===== src/rtl/serial_addsub_n.sv =====
// Bit-serial adder: two WIDTH-bit operands arrive LSB first, one bit per cycle, with start/busy/done handshake.
// Define SERIAL_ADDSUB_SUB_EN to add the 'sub' input and a subtract mode (A-B).
module serial_addsub_n #(
    parameter int WIDTH = 6
) (
    input  logic             clk,
    input  logic             rstn,
    input  logic             start,
`ifdef SERIAL_ADDSUB_SUB_EN
    input  logic             sub,
`endif
    input  logic             a,
    input  logic             b,
    output logic [WIDTH-1:0] sum,
    output logic             busy,
    output logic             done,
    output logic             cout,
    output logic             zero,
    output logic             ovf
);

    localparam int CW = (WIDTH > 1) ? $clog2(WIDTH) : 1;
    localparam logic [CW-1:0] LAST = CW'(WIDTH - 1);

    typedef enum logic [1:0] {
        IDLE,
        RUN,
        DONE
    } state_t;

    state_t           state;
    state_t           state_next;
    logic [CW-1:0]    cnt;
    logic             carry;
    logic [WIDTH-1:0] shreg;
    logic             op_sub;
    logic             sub_in;
    logic             accept;
    logic             last_bit;
    logic             b_eff;
    logic             s_bit;
    logic             c_next;
    logic [WIDTH-1:0] result;

`ifdef SERIAL_ADDSUB_SUB_EN
    assign sub_in = sub;
`else
    assign sub_in = 1'b0;
`endif

    assign accept   = start && ((state == IDLE) || (state == DONE));
    assign last_bit = (state == RUN) && (cnt == LAST);

    // Subtraction is A + ~B + 1: invert B here and preload the carry with 1 at start.
    assign b_eff  = b ^ op_sub;
    assign s_bit  = a ^ b_eff ^ carry;
    assign c_next = (a & b_eff) | (a & carry) | (b_eff & carry);
    assign result = {s_bit, shreg[WIDTH-1:1]};

    always_ff @(posedge clk or negedge rstn) begin
        if (!rstn) begin
            state <= IDLE;
        end else begin
            state <= state_next;
        end
    end

    always_comb begin
        state_next = state;
        case (state)
            IDLE:    if (start) state_next = RUN;
            RUN:     if (cnt == LAST) state_next = DONE;
            DONE:    state_next = start ? RUN : IDLE;
            default: state_next = IDLE;
        endcase
    end

    always_comb begin
        busy = 1'b0;
        done = 1'b0;
        case (state)
            RUN:     busy = 1'b1;
            DONE:    done = 1'b1;
            default: ;
        endcase
    end

    // Counter parks at the last index; accept re-arms it, so nothing carries across operations.
    always_ff @(posedge clk or negedge rstn) begin
        if (!rstn) begin
            cnt    <= '0;
            carry  <= 1'b0;
            shreg  <= '0;
            op_sub <= 1'b0;
        end else if (accept) begin
            cnt    <= '0;
            carry  <= sub_in;
            shreg  <= '0;
            op_sub <= sub_in;
        end else if (state == RUN) begin
            shreg <= result;
            carry <= c_next;
            if (!last_bit) begin
                cnt <= cnt + CW'(1);
            end
        end
    end

    // Overflow is carry into the MSB (still in 'carry' during the last bit) xor carry out.
    always_ff @(posedge clk or negedge rstn) begin
        if (!rstn) begin
            sum  <= '0;
            cout <= 1'b0;
            zero <= 1'b0;
            ovf  <= 1'b0;
        end else if (last_bit) begin
            sum  <= result;
            cout <= c_next;
            zero <= (result == '0);
            ovf  <= carry ^ c_next;
        end
    end

endmodule

===== config.mk =====
export PLATFORM = sky130hd
export DESIGN_NAME = serial_addsub_n
export DESIGN_NICKNAME = d
export VERILOG_FILES = /design/src/rtl/serial_addsub_n.sv
export SDC_FILE = /design/constraint.sdc
export NUM_CORES = 1
export LEC_CHECK = 0
export CORE_AREA = 4 4 61 46
export CTS_BUF_LIST = sky130_fd_sc_hd__clkbuf_8
export DETAILED_ROUTE_END_ITERATION = 8
export DIE_AREA = 0 0 65 50
export PLACE_DENSITY = 0.67
export SLEW_MARGIN = 30
export SYNTH_ARGS = -nofsm -noshare
export SYNTH_HDL_FRONTEND = slang
export SYNTH_SLANG_ARGS = --single-unit

===== constraint.sdc =====
create_clock -name clk -period 1.98 [get_ports clk]
set_input_delay 0.396 -clock clk [delete_from_list [all_inputs] [get_ports clk]]
set_output_delay 0.396 -clock clk [all_outputs]
set_load 0.05 [all_outputs]

==> impl_results.html <==
<table>
<tr><th>Metric</th><th>Value</th></tr>
<tr><th colspan="2">Outcome</th></tr>
<tr><td>Result of the run</td><td>finished clean</td></tr>
<tr><th colspan="2">Timing</th></tr>
<tr><td>Min Clock Period, post-route</td><td>1.853 ns</td></tr>
<tr><td>Final clock skew</td><td>0.007571 ns</td></tr>
<tr><td>Endpoints failing hold</td><td>0</td></tr>
<tr><td>Worst max-slew margin expressed relative to the limit</td><td>0.6664</td></tr>
<tr><td>RSZ-0062 raised after global routing</td><td>false</td></tr>
<tr><td>Total Negative Setup Slacks</td><td>0 ns</td></tr>
<tr><td>Hold WS</td><td>0.4638 ns</td></tr>
<tr><td>Maximum clock frequency</td><td>0.5397 GHz</td></tr>
<tr><td>Slew at the pin closest to its max-slew limit</td><td>0.4988 ns</td></tr>
<tr><td>Number of max-slew violations in the final report</td><td>0</td></tr>
<tr><td>Final-report setup violation count</td><td>0</td></tr>
<tr><td>Final clock period utilization by the worst path</td><td>0.9359</td></tr>
<tr><th colspan="2">Clock network</th></tr>
<tr><td>Quantity of hold-fixing buffers added after cts</td><td>0</td></tr>
<tr><td>Clock sink count</td><td>20</td></tr>
<tr><td>TritonCTS clock tree</td><td>done</td></tr>
<tr><td>Clock latency reported for the late side of the worst-skew pair</td><td>0.26 ns</td></tr>
<tr><td>CTS H-tree depth</td><td>1</td></tr>
<tr><td>Clock-pin slew on the worst setup and hold paths</td><td>0.08 ns</td></tr>
<tr><td>CTS root buf</td><td>clkbuf_8</td></tr>
<tr><td>Maximum root-to-sink buffer count</td><td>2</td></tr>
<tr><td>Post-CTS setup buffer count</td><td>0</td></tr>
<tr><td>Count of instances resized after the clock tree is built</td><td>0</td></tr>
<tr><td>Clock buffer count from CTS</td><td>3</td></tr>
<tr><th colspan="2">Yosys</th></tr>
<tr><td>Dominant cells by area after synthesis</td><td>dfrtp_1 (58%), mux2_2 (5.2%), a22o_1 (4.1%)</td></tr>
<tr><td>Fraction of post-synthesis cell area in the top cell type by area</td><td>0.5797</td></tr>
<tr><td>EDFF count, synth</td><td>0</td></tr>
<tr><td>Library cell with the largest summed area after synthesis</td><td>dfrtp_1</td></tr>
<tr><td>Mean instance size in the synthesized netlist</td><td>12.51 sq um</td></tr>
<tr><td>Number of distinct library cells after synthesis</td><td>26</td></tr>
<tr><td>Dominant synthesized flop cell</td><td>dfrtp_1</td></tr>
<tr><td>Most frequently used cell type in the post-synthesis netlist</td><td>dfrtp_1</td></tr>
<tr><td>Share of synthesized flip-flops with an asynchronous set or reset</td><td>1.000</td></tr>
<tr><td>Synth warn</td><td>0</td></tr>
<tr><td>Net count after synthesis</td><td>77</td></tr>
<tr><td>Mapped cell area</td><td>863.3 sq um</td></tr>
<tr><td>Ranking of synthesized cells by instance count</td><td>dfrtp_1 (20), o21ai_0 (6), inv_1 (5)</td></tr>
<tr><td>Flops &amp; latches, synth</td><td>20</td></tr>
<tr><td>Sequential fraction of the synthesis area</td><td>0.5797</td></tr>
<tr><td>Number of standard cells after synthesis</td><td>69</td></tr>
<tr><th colspan="2">Setup path</th></tr>
<tr><td>Ordered cell list for the critical path</td><td>clkdlybuf4s50_1</td></tr>
<tr><td>Critical-path cell with the highest stage delay</td><td>clkdlybuf4s50_1</td></tr>
<tr><td>Kind of end point of the critical path</td><td>output port</td></tr>
<tr><td>Category of the worst setup path launch point</td><td>flop</td></tr>
<tr><td>CP peak stage delay</td><td>0.82 ns</td></tr>
<tr><td>Kind of cell adding the most delay to the critical path</td><td>buffers and inverters</td></tr>
<tr><td>Critical path peak fanout</td><td>2</td></tr>
<tr><td>Bufs and invs on worst path</td><td>1</td></tr>
<tr><td>WP data required</td><td>1.58 ns</td></tr>
<tr><td>Critical path class</td><td>flop to output port</td></tr>
<tr><td>WP data arrival</td><td>1.46 ns</td></tr>
<tr><th colspan="2">Layout</th></tr>
<tr><td>Number of antenna cells inserted</td><td>0</td></tr>
<tr><td>Fraction of layout cells with a size suffix above 1</td><td>0.1724</td></tr>
<tr><td>Utilization of the core after routing</td><td>0.5215</td></tr>
<tr><td>Synth-to-layout area growth</td><td>30.15%</td></tr>
<tr><td>Layout net count</td><td>96</td></tr>
<tr><th colspan="2">Global routing</th></tr>
<tr><td>Global-route usage over all layers</td><td>0.1049</td></tr>
<tr><td>Number of antenna violations at the first check in global routing</td><td>0</td></tr>
<tr><td>Via count of the first global-routing pass</td><td>561</td></tr>
<tr><td>Global-route wire length before repair</td><td>2.546 mm</td></tr>
<tr><td>Gr ovfl total</td><td>0</td></tr>
<tr><td>Pin count of the biggest net entering global routing</td><td>21</td></tr>
<tr><th colspan="2">Placed design</th></tr>
<tr><td>Weighted congestion at the end of routability-driven global placement</td><td>0.6919</td></tr>
<tr><td>Number of I/O port buffers</td><td>15</td></tr>
<tr><td>HPWL after detailed placement</td><td>1.121 mm</td></tr>
<tr><th colspan="2">Pwr</th></tr>
<tr><td>Worst vdd rail ir drop</td><td>0.0008152 V</td></tr>
<tr><td>Total power per unit cell area</td><td>1914 mW/mm^2</td></tr>
<tr><td>Cell leakage power</td><td>0.5414 nW</td></tr>
<tr><td>Total power of the final layout</td><td>2.151 mW</td></tr>
<tr><th colspan="2">Floorplan</th></tr>
<tr><td>Initial core utilization</td><td>0.4007</td></tr>
<tr><td>Ports</td><td>16</td></tr>
<tr><td>Die outline area</td><td>0.003250 sq mm</td></tr>
<tr><td>Std cell rows</td><td>14</td></tr>
<tr><td>Total core area</td><td>0.002155 sq mm</td></tr>
<tr><td>Horizontal extent of the die</td><td>65 microns</td></tr>
<tr><td>Overall die height</td><td>50 microns</td></tr>
<tr><th colspan="2">Detailed routing</th></tr>
<tr><td>Routed wire per std cell</td><td>12.86 microns</td></tr>
<tr><td>Remaining design rule violation count</td><td>0</td></tr>
<tr><td>First-pass detailed-route iteration total</td><td>2</td></tr>
<tr><td>Per-cell via count in the routed design</td><td>4.773</td></tr>
<tr><td>Wire length after detailed routing</td><td>1.530 mm</td></tr>
<tr><td>ANT nets after route</td><td>0</td></tr>
<tr><td>Routed via count</td><td>568</td></tr>
<tr><td>DRC violation total after the first TritonRoute iteration</td><td>20</td></tr>
<tr><th colspan="2">Run</th></tr>
<tr><td>Max-cap violations</td><td>0</td></tr>
<tr><th colspan="2">Worst hold path</th></tr>
<tr><td>Path class of the lowest-slack min-delay path</td><td>input pin to asynchronous set/reset pin</td></tr>
</table>
logic make-up (layout without fill, tap and decap cells):
kind of cell / count (synthesis) / count (layout) / synth area share
DFF: 20 / 20 / 0.5797
AOI/OAI and AO/OA: 16 / 16 / 0.1217
and+or+nand+nor: 16 / 16 / 0.1217
buffers and inverters: 8 / 26 / 0.04492
muxes: 5 / 5 / 0.06956
adders and majority gates: 3 / 3 / 0.05217
xor gates and xnor gates: 1 / 1 / 0.01015
worst paths after layout:
kind | endpoint | cells after the start | start | slack, ns
min | sum[1] | 2 | rstn | 0.46
min in group clk | sum[5] | 2 | sum[5] | 0.49
max reg2reg | sum[4] | 4 | cnt[1] | 0.48
max | ovf | 1 | ovf | 0.13
min reg2reg | sum[5] | 2 | sum[5] | 0.49
max in group asynchronous | carry | 2 | rstn | 1.30
power by group:
| group | total (mW) | internal, mW | switching [mW] |
|---|---|---|---|
| clock | 0.407 | 0.270 | 0.137 |
| sequential | 0.718 | 0.588 | 0.130 |
| combinational | 1.03 | 0.410 | 0.617 |
| total | 2.15 | 1.27 | 0.884 |
flip-flops by register name (all words and copies together) (netlist names):
name	count
sum	6
shreg	5
cnt	3
state	2
carry	1
cout	1
ovf	1
zero	1
cells in the final DEF (no fill, tap or decap), drive strengths merged, types with 2 or more instances in the layout:
cell type / instances
a21oi: 3
clkbuf: 3
or3: 2
clkdlybuf4s50: 13
o21ai: 6
dfrtp: 20
nand2: 4
mux2: 5
ha: 2
and2b: 2
a22o: 4
o2bb2ai: 2
buf: 3
inv: 6
metal layers:
layer,vias up,routed length (microns),track usage
met4,0,5,0.02105
met5,-,0,0
li1,276,-,-
met2,11,686,0.1681
met1,279,738,0.1269
met3,2,99,0.05227
through the flow:
| stage | area [sq um] | setup slack [ns] | cells |
|---|---|---|---|
| final | 1124 | 0.1270 | 119 |
| after global placement | 1052 | 0.1720 | 115 |
| after global routing | 1124 | 0.08800 | 119 |
| after floorplan | 863.3 | 0.6211 | 69 |
| after CTS | 1124 | 0.1259 | 119 |
| after detailed placement | 1052 | 0.1413 | 115 |
area by class of cell:
class                      count  area [sq um]
clock buffer                   3         41.29
clock inverter                 1         30.03
fill                         208          1031
inverter                       6         22.52
multi-input combinational     41         324.1
sequential                    20         500.5
tap                           32         40.04
timing repair buffer          16         165.2
Note: power is estimated with default switching activity, not from simulation.
==> RTL edit 1, RTL diff (same flow settings) <==
`WIDTH`: 6 -> 7.
--- a/src/rtl/serial_addsub_n.sv
+++ b/src/rtl/serial_addsub_n.sv
@@ -2,5 +2,5 @@
 // Define SERIAL_ADDSUB_SUB_EN to add the 'sub' input and a subtract mode (A-B).
 module serial_addsub_n #(
-    parameter int WIDTH = 6
+    parameter int WIDTH = 7
 ) (
     input  logic             clk,
Interface: changed (resized sum); port bits go from 16 to 17. The function was not compared with the original's and may differ.
==> RTL edit 1 against the original RTL <==
Synthesized cell count is 17% higher. Critical path type unchanged. Largest cell class unchanged. Global-route usage is 2.6 points higher. Routed wire length is 17% higher. Hold slack better by 0.016 ns. Sequential power is 17% higher. Fmax is 2.0% higher. Synthesized area is 15% higher. Power is 5.4% higher. Final area is 9.0% higher. Sequential cell count is 2 higher. Register-to-register slack worse by 0.05 ns. Worst setup slack better by 0.036 ns.
==> RTL edit 1: results (changes against the original RTL) <==
synth_nets: 89  # was 77
rrSetupSlack_ns: 0.43  # was 0.48 ns
path_max_fanout: 2  # unchanged
synthXorXnorAreaFrac: 0.00881  # was 0.0101
initialDrtViolationCount: 30  # was 20
worst_slack_ns: 0.163  # was 0.127 ns
ir_drop_uv: 844  # was 815 uV
vias: 638  # was 568
wl_um: 1800  # was 1530 um
hpwl_um: 1310  # was 1120 um
syn-instance-count: 81  # was 69
fin_cells: 130  # was 119
synthDistinctLibCells: 23  # was 26
ys.flop_type: "dfrtp_1"  # unchanged
layout-drive-gt1-share: 0.153  # was 0.172
dr.pass1.iters: 4  # was 2
io_buffers: 16  # was 15
gp_congestion: 0.708  # was 0.692
clock_skew_ns: 0.00485  # was 0.00757 ns
grt_pass1_vias: 650  # was 561
rr_startpoint: "carry"  # was cnt[1]
synthAdderAreaFrac: 0.0453  # was 0.0522
grt_first_pass_wirelength_um: 3310  # was 2550 um
reg.largest.list: "sum: 7 flops, shreg: 6 flops, cnt: 3 flops"  # was sum: 6 flops, shreg: 5 flops, cnt: 3 flops
timing.rr.end: "zero"  # was sum[4]
yosys-top-cells-area: "dfrtp_1 55%, a22o_1 7.0%, mux2_2 6.8%"  # was dfrtp_1 58%, mux2_2 5.2%, a22o_1 4.1%
power_switching_mw: 0.977  # was 0.884 mW
track_usage: 0.131  # was 0.105
place_area_sq_mm: 0.00118  # was 0.00105 sq mm
slowest_delay_ns: 0.80  # was 0.82 ns
outcome: "finished clean"  # unchanged
synth_compound_area_frac: 0.146  # was 0.122
n_antenna_cell: 0  # unchanged
rr_worst_depth: 5  # was 4
p_leak_nw: 0.587  # was 0.541 nW
critPathArrivalTime_ns: 1.42  # was 1.46 ns
cts_buffers: 3  # unchanged
muxShareOfSynthArea: 0.0931  # was 0.0696
synth_common_cells: "22 x dfrtp_1, 8 x a22o_1, 8 x inv_1, 6 x mux2_2, 6 x nand2_1"  # was 20 x dfrtp_1, 6 x o21ai_0, 5 x inv_1
tightest_slew_ns: 0.509  # was 0.499 ns
grt_max_degree: 23  # was 21
seq_area_frac_synth: 0.553  # was 0.580
clk_latency_ns: 0.26  # about the same
nNetsFinal: 108  # was 96
dp_slack_ns: -0.0686  # was 0.141 ns
nFillCells: 190  # was 208
## RTL edit 1: area by class of cell
class,count,area share
clock buffers,3,0.0337
inverters,8,0.0245
flip-flops and latches,22,0.449
repair buffers,18,0.149
well taps,32,0.0327
multi-input cells,47,0.311
## RTL edit 1: worst max path at each step
stage             start      to  depth (start not counted)
2_1_floorplan  state[0]    done                          2
3_3_place_gp          a    zero                          6
3_5_place_dp          a    zero                          6
4_1_cts          sum[1]  sum[1]                          1
6_report         sum[1]  sum[1]                          1
5_1_grt               a    zero                          6
## RTL edit 1: logic make-up after synthesis
group	after synthesis
adders and majority gates	3
and+or+nand+nor	14
AOI/OAI and AO/OA	21
buffers and inverters	12
DFF	22
xor gates and xnor gates	1
muxes	8
## RTL edit 1: worst reg2reg max path, stage by stage (launching register included)
cell,delay [ns]
dfrtp_1,0.40
inv_1,0.07
fa_1,0.54
nor4b_1,0.23
nand2_1,0.09
o21ai_0,0.14
## RTL edit 1: power by group through the flow
stage          Sequential [mW]  Clock (mW)  Combinational, mW
4_1_cts                  0.844       0.274               1.17
6_report                 0.840       0.270               1.16
2_1_floorplan             1.10           0              0.564
3_3_place_gp             0.841           0               1.14
5_1_grt                  0.884       0.297               1.25
3_5_place_dp             0.852           0               1.17
## RTL edit 1: metrics by stage
step	util	hold slack [ns]	power, mW	setup TNS [ns]
2_1_floorplan	-	0.100	1.66	0
3_3_place_gp	0.549	0.464	1.98	0
3_5_place_dp	0.549	0.484	2.02	-0.0686
4_1_cts	0.569	0.490	2.29	0
5_1_grt	0.569	0.508	2.43	0
6_report	0.569	0.480	2.27	0
## RTL edit 1: metal layers
metal  GRT usage  part of all wire  up-vias
li1            -                 -      317
met1       0.190              0.53      304
met2       0.180              0.42       15
met3      0.0455             0.046        2
met4      0.0421            0.0078        0
met5           0                 0        -
==> RTL edit 2, RTL diff (same settings) <==
Made on the original files. Re-encode `state_t` (3 states) as one-hot, 3 bits wide.
--- a/src/rtl/serial_addsub_n.sv
+++ b/src/rtl/serial_addsub_n.sv
@@ -23,8 +23,8 @@
     localparam logic [CW-1:0] LAST = CW'(WIDTH - 1);
 
-    typedef enum logic [1:0] {
-        IDLE,
-        RUN,
-        DONE
+    typedef enum logic [2:0] {
+        IDLE = 3'b001,
+        RUN  = 3'b010,
+        DONE = 3'b100
     } state_t;
 
Check against the original RTL: no difference found for any inputs over 10 cycles, from zero or initial values and one cycle with rstn low; not proved beyond that.
==> RTL edit 2 against the original RTL <==
Critical path depth unchanged. Final cell count up 12%. Critical path type unchanged. Global-route usage up 2.0 points. Routed wire length up 19%. Sequential cell count up 1. Worst setup slack better by 0.023 ns. Synthesized area up 10%. Largest cell class unchanged. Final area up 6.2%. Non-clock buffer count up 3. Sequential share of layout area down 0.41 points. Via count up 14%.
Power is not compared: it rests on default switching activity, and its combinational part moved more than twofold at a synthesized area within 25%.
==> RTL edit 2: results (changes against the original RTL) <==
yosys-top-cells-area: "dfrtp_1 53%, mux2_4 6.3%, o21ai_0 4.2%"  # was dfrtp_1 58%, mux2_2 5.2%, a22o_1 4.1%
yosys_warnings: 0  # unchanged
hpwl_um: 1300  # was 1120 um
cts-root-buf: "clkbuf_8"  # unchanged
global_route.usage.met1: 0.157  # was 0.127
track_usage: 0.125  # was 0.105
rr_worst_depth: 4  # unchanged
synth_common_cells: "20 x dfrtp_1, 9 x nand2_1, 8 x o21ai_0, 7 x a21oi_1, 5 x inv_1"  # was 20 x dfrtp_1, 6 x o21ai_0, 5 x inv_1
wl_per_cell_um: 13.7  # was 12.9 um
synth_nets: 90  # was 77
synthArstFlopShare: 1.00  # unchanged
maxSlewHeadroom: 0.661  # was 0.666
vias: 649  # was 568
clock_skew_ns: 0.00430  # was 0.00757 ns
slowest_delay_ns: 0.81
grtUsageMet3: 0.0614  # was 0.0523
dr.pass1.iters: 3  # was 2
path_delay_family: "buffers and inverters"  # unchanged
layout-drive-gt1-share: 0.168  # was 0.172
min_path_type: "in -> async"  # unchanged
ir_drop_uv: 827
grt_first_pass_wirelength_um: 3040  # was 2550 um
path_max_fanout: 2  # unchanged
htree_levels: 1  # unchanged
initialDrtViolationCount: 17  # was 20
outcome: "finished clean"  # unchanged
seq_area_frac_synth: 0.553  # was 0.580
grt_max_degree: 13  # was 21
drc_errors: 0  # unchanged
critPathArrivalTime_ns: 1.43  # was 1.46 ns
n_antenna_cell: 0  # unchanged
nNetsFinal: 110  # was 96
grt_pass1_vias: 680  # was 561
cts_buffers: 3  # unchanged
cts_resized: 0  # unchanged
rr_startpoint: "state[2]"  # was cnt[1]
crit_path_start: "ovf"  # unchanged
reg.largest.list: "sum: 6 flops, shreg: 5 flops"  # was sum: 6 flops, shreg: 5 flops, cnt: 3 flops
synthDistinctLibCells: 28  # was 26
postCtsSetupBuffers: 0  # unchanged
io_buffers: 15  # unchanged
p_leak_nw: 0.536
use_met2: 0.195  # was 0.168
gp_congestion: 0.745  # was 0.692
synth_edf_count: 0  # unchanged
==> RTL edit 2: cell type report <==
cell class,instances,area (sq um)
well taps,32,40.0
clock buffers,3,41.3
repair buffers,19,188
flip-flops and latches,21,527
fillers,195,961
multi-input cells,51,367
clock inverters,1,3.75
inverters,6,27.5
==> RTL edit 2: path summary, 6_finish.rpt <==
check                         end  slack, ns
setup reg to reg           sum[3]       0.38
min in group clk           sum[0]       0.50
setup / recovery              ovf       0.15
hold / removal                ovf       0.46
max in group asynchronous  sum[3]       0.98
hold reg to reg            sum[0]       0.50
==> RTL edit 2: cells by family after synthesis <==
group	after synthesis	synth area share
mux	5	0.0749
flops	21	0.553
compound gates	19	0.112
buf+inv	10	0.0618
xor+xnor	2	0.0184
fa+ha+maj	3	0.0473
simple gates	22	0.133
==> RTL edit 2: per-stage QoR <==
step                power [mW]  area [sq um]   util  setup slack, ns  std cells
floorplan                0.893           952      -           0.0476         82
global placement          1.03          1150  0.533            0.219        129
detailed placement        1.05          1150  0.533            0.155        129
CTS                       1.33          1190  0.554            0.141        133
global route              1.40          1190  0.554            0.114        133
finish                    1.31          1190  0.554            0.150        133
==> RTL edit 2: routing by layer <==
metal	wire, um	vias to the layer above
li1	-	320
met1	936	311
met2	815	18
met3	75	0
met4	0	0
met5	0	-
==> RTL edit 2: report_power, final <==
group | total (mW) | internal, mW | switching [mW]
Clock | 0.268 | 0.138 | 0.130
Combinational | 0.459 | 0.186 | 0.272
Sequential | 0.581 | 0.515 | 0.0662
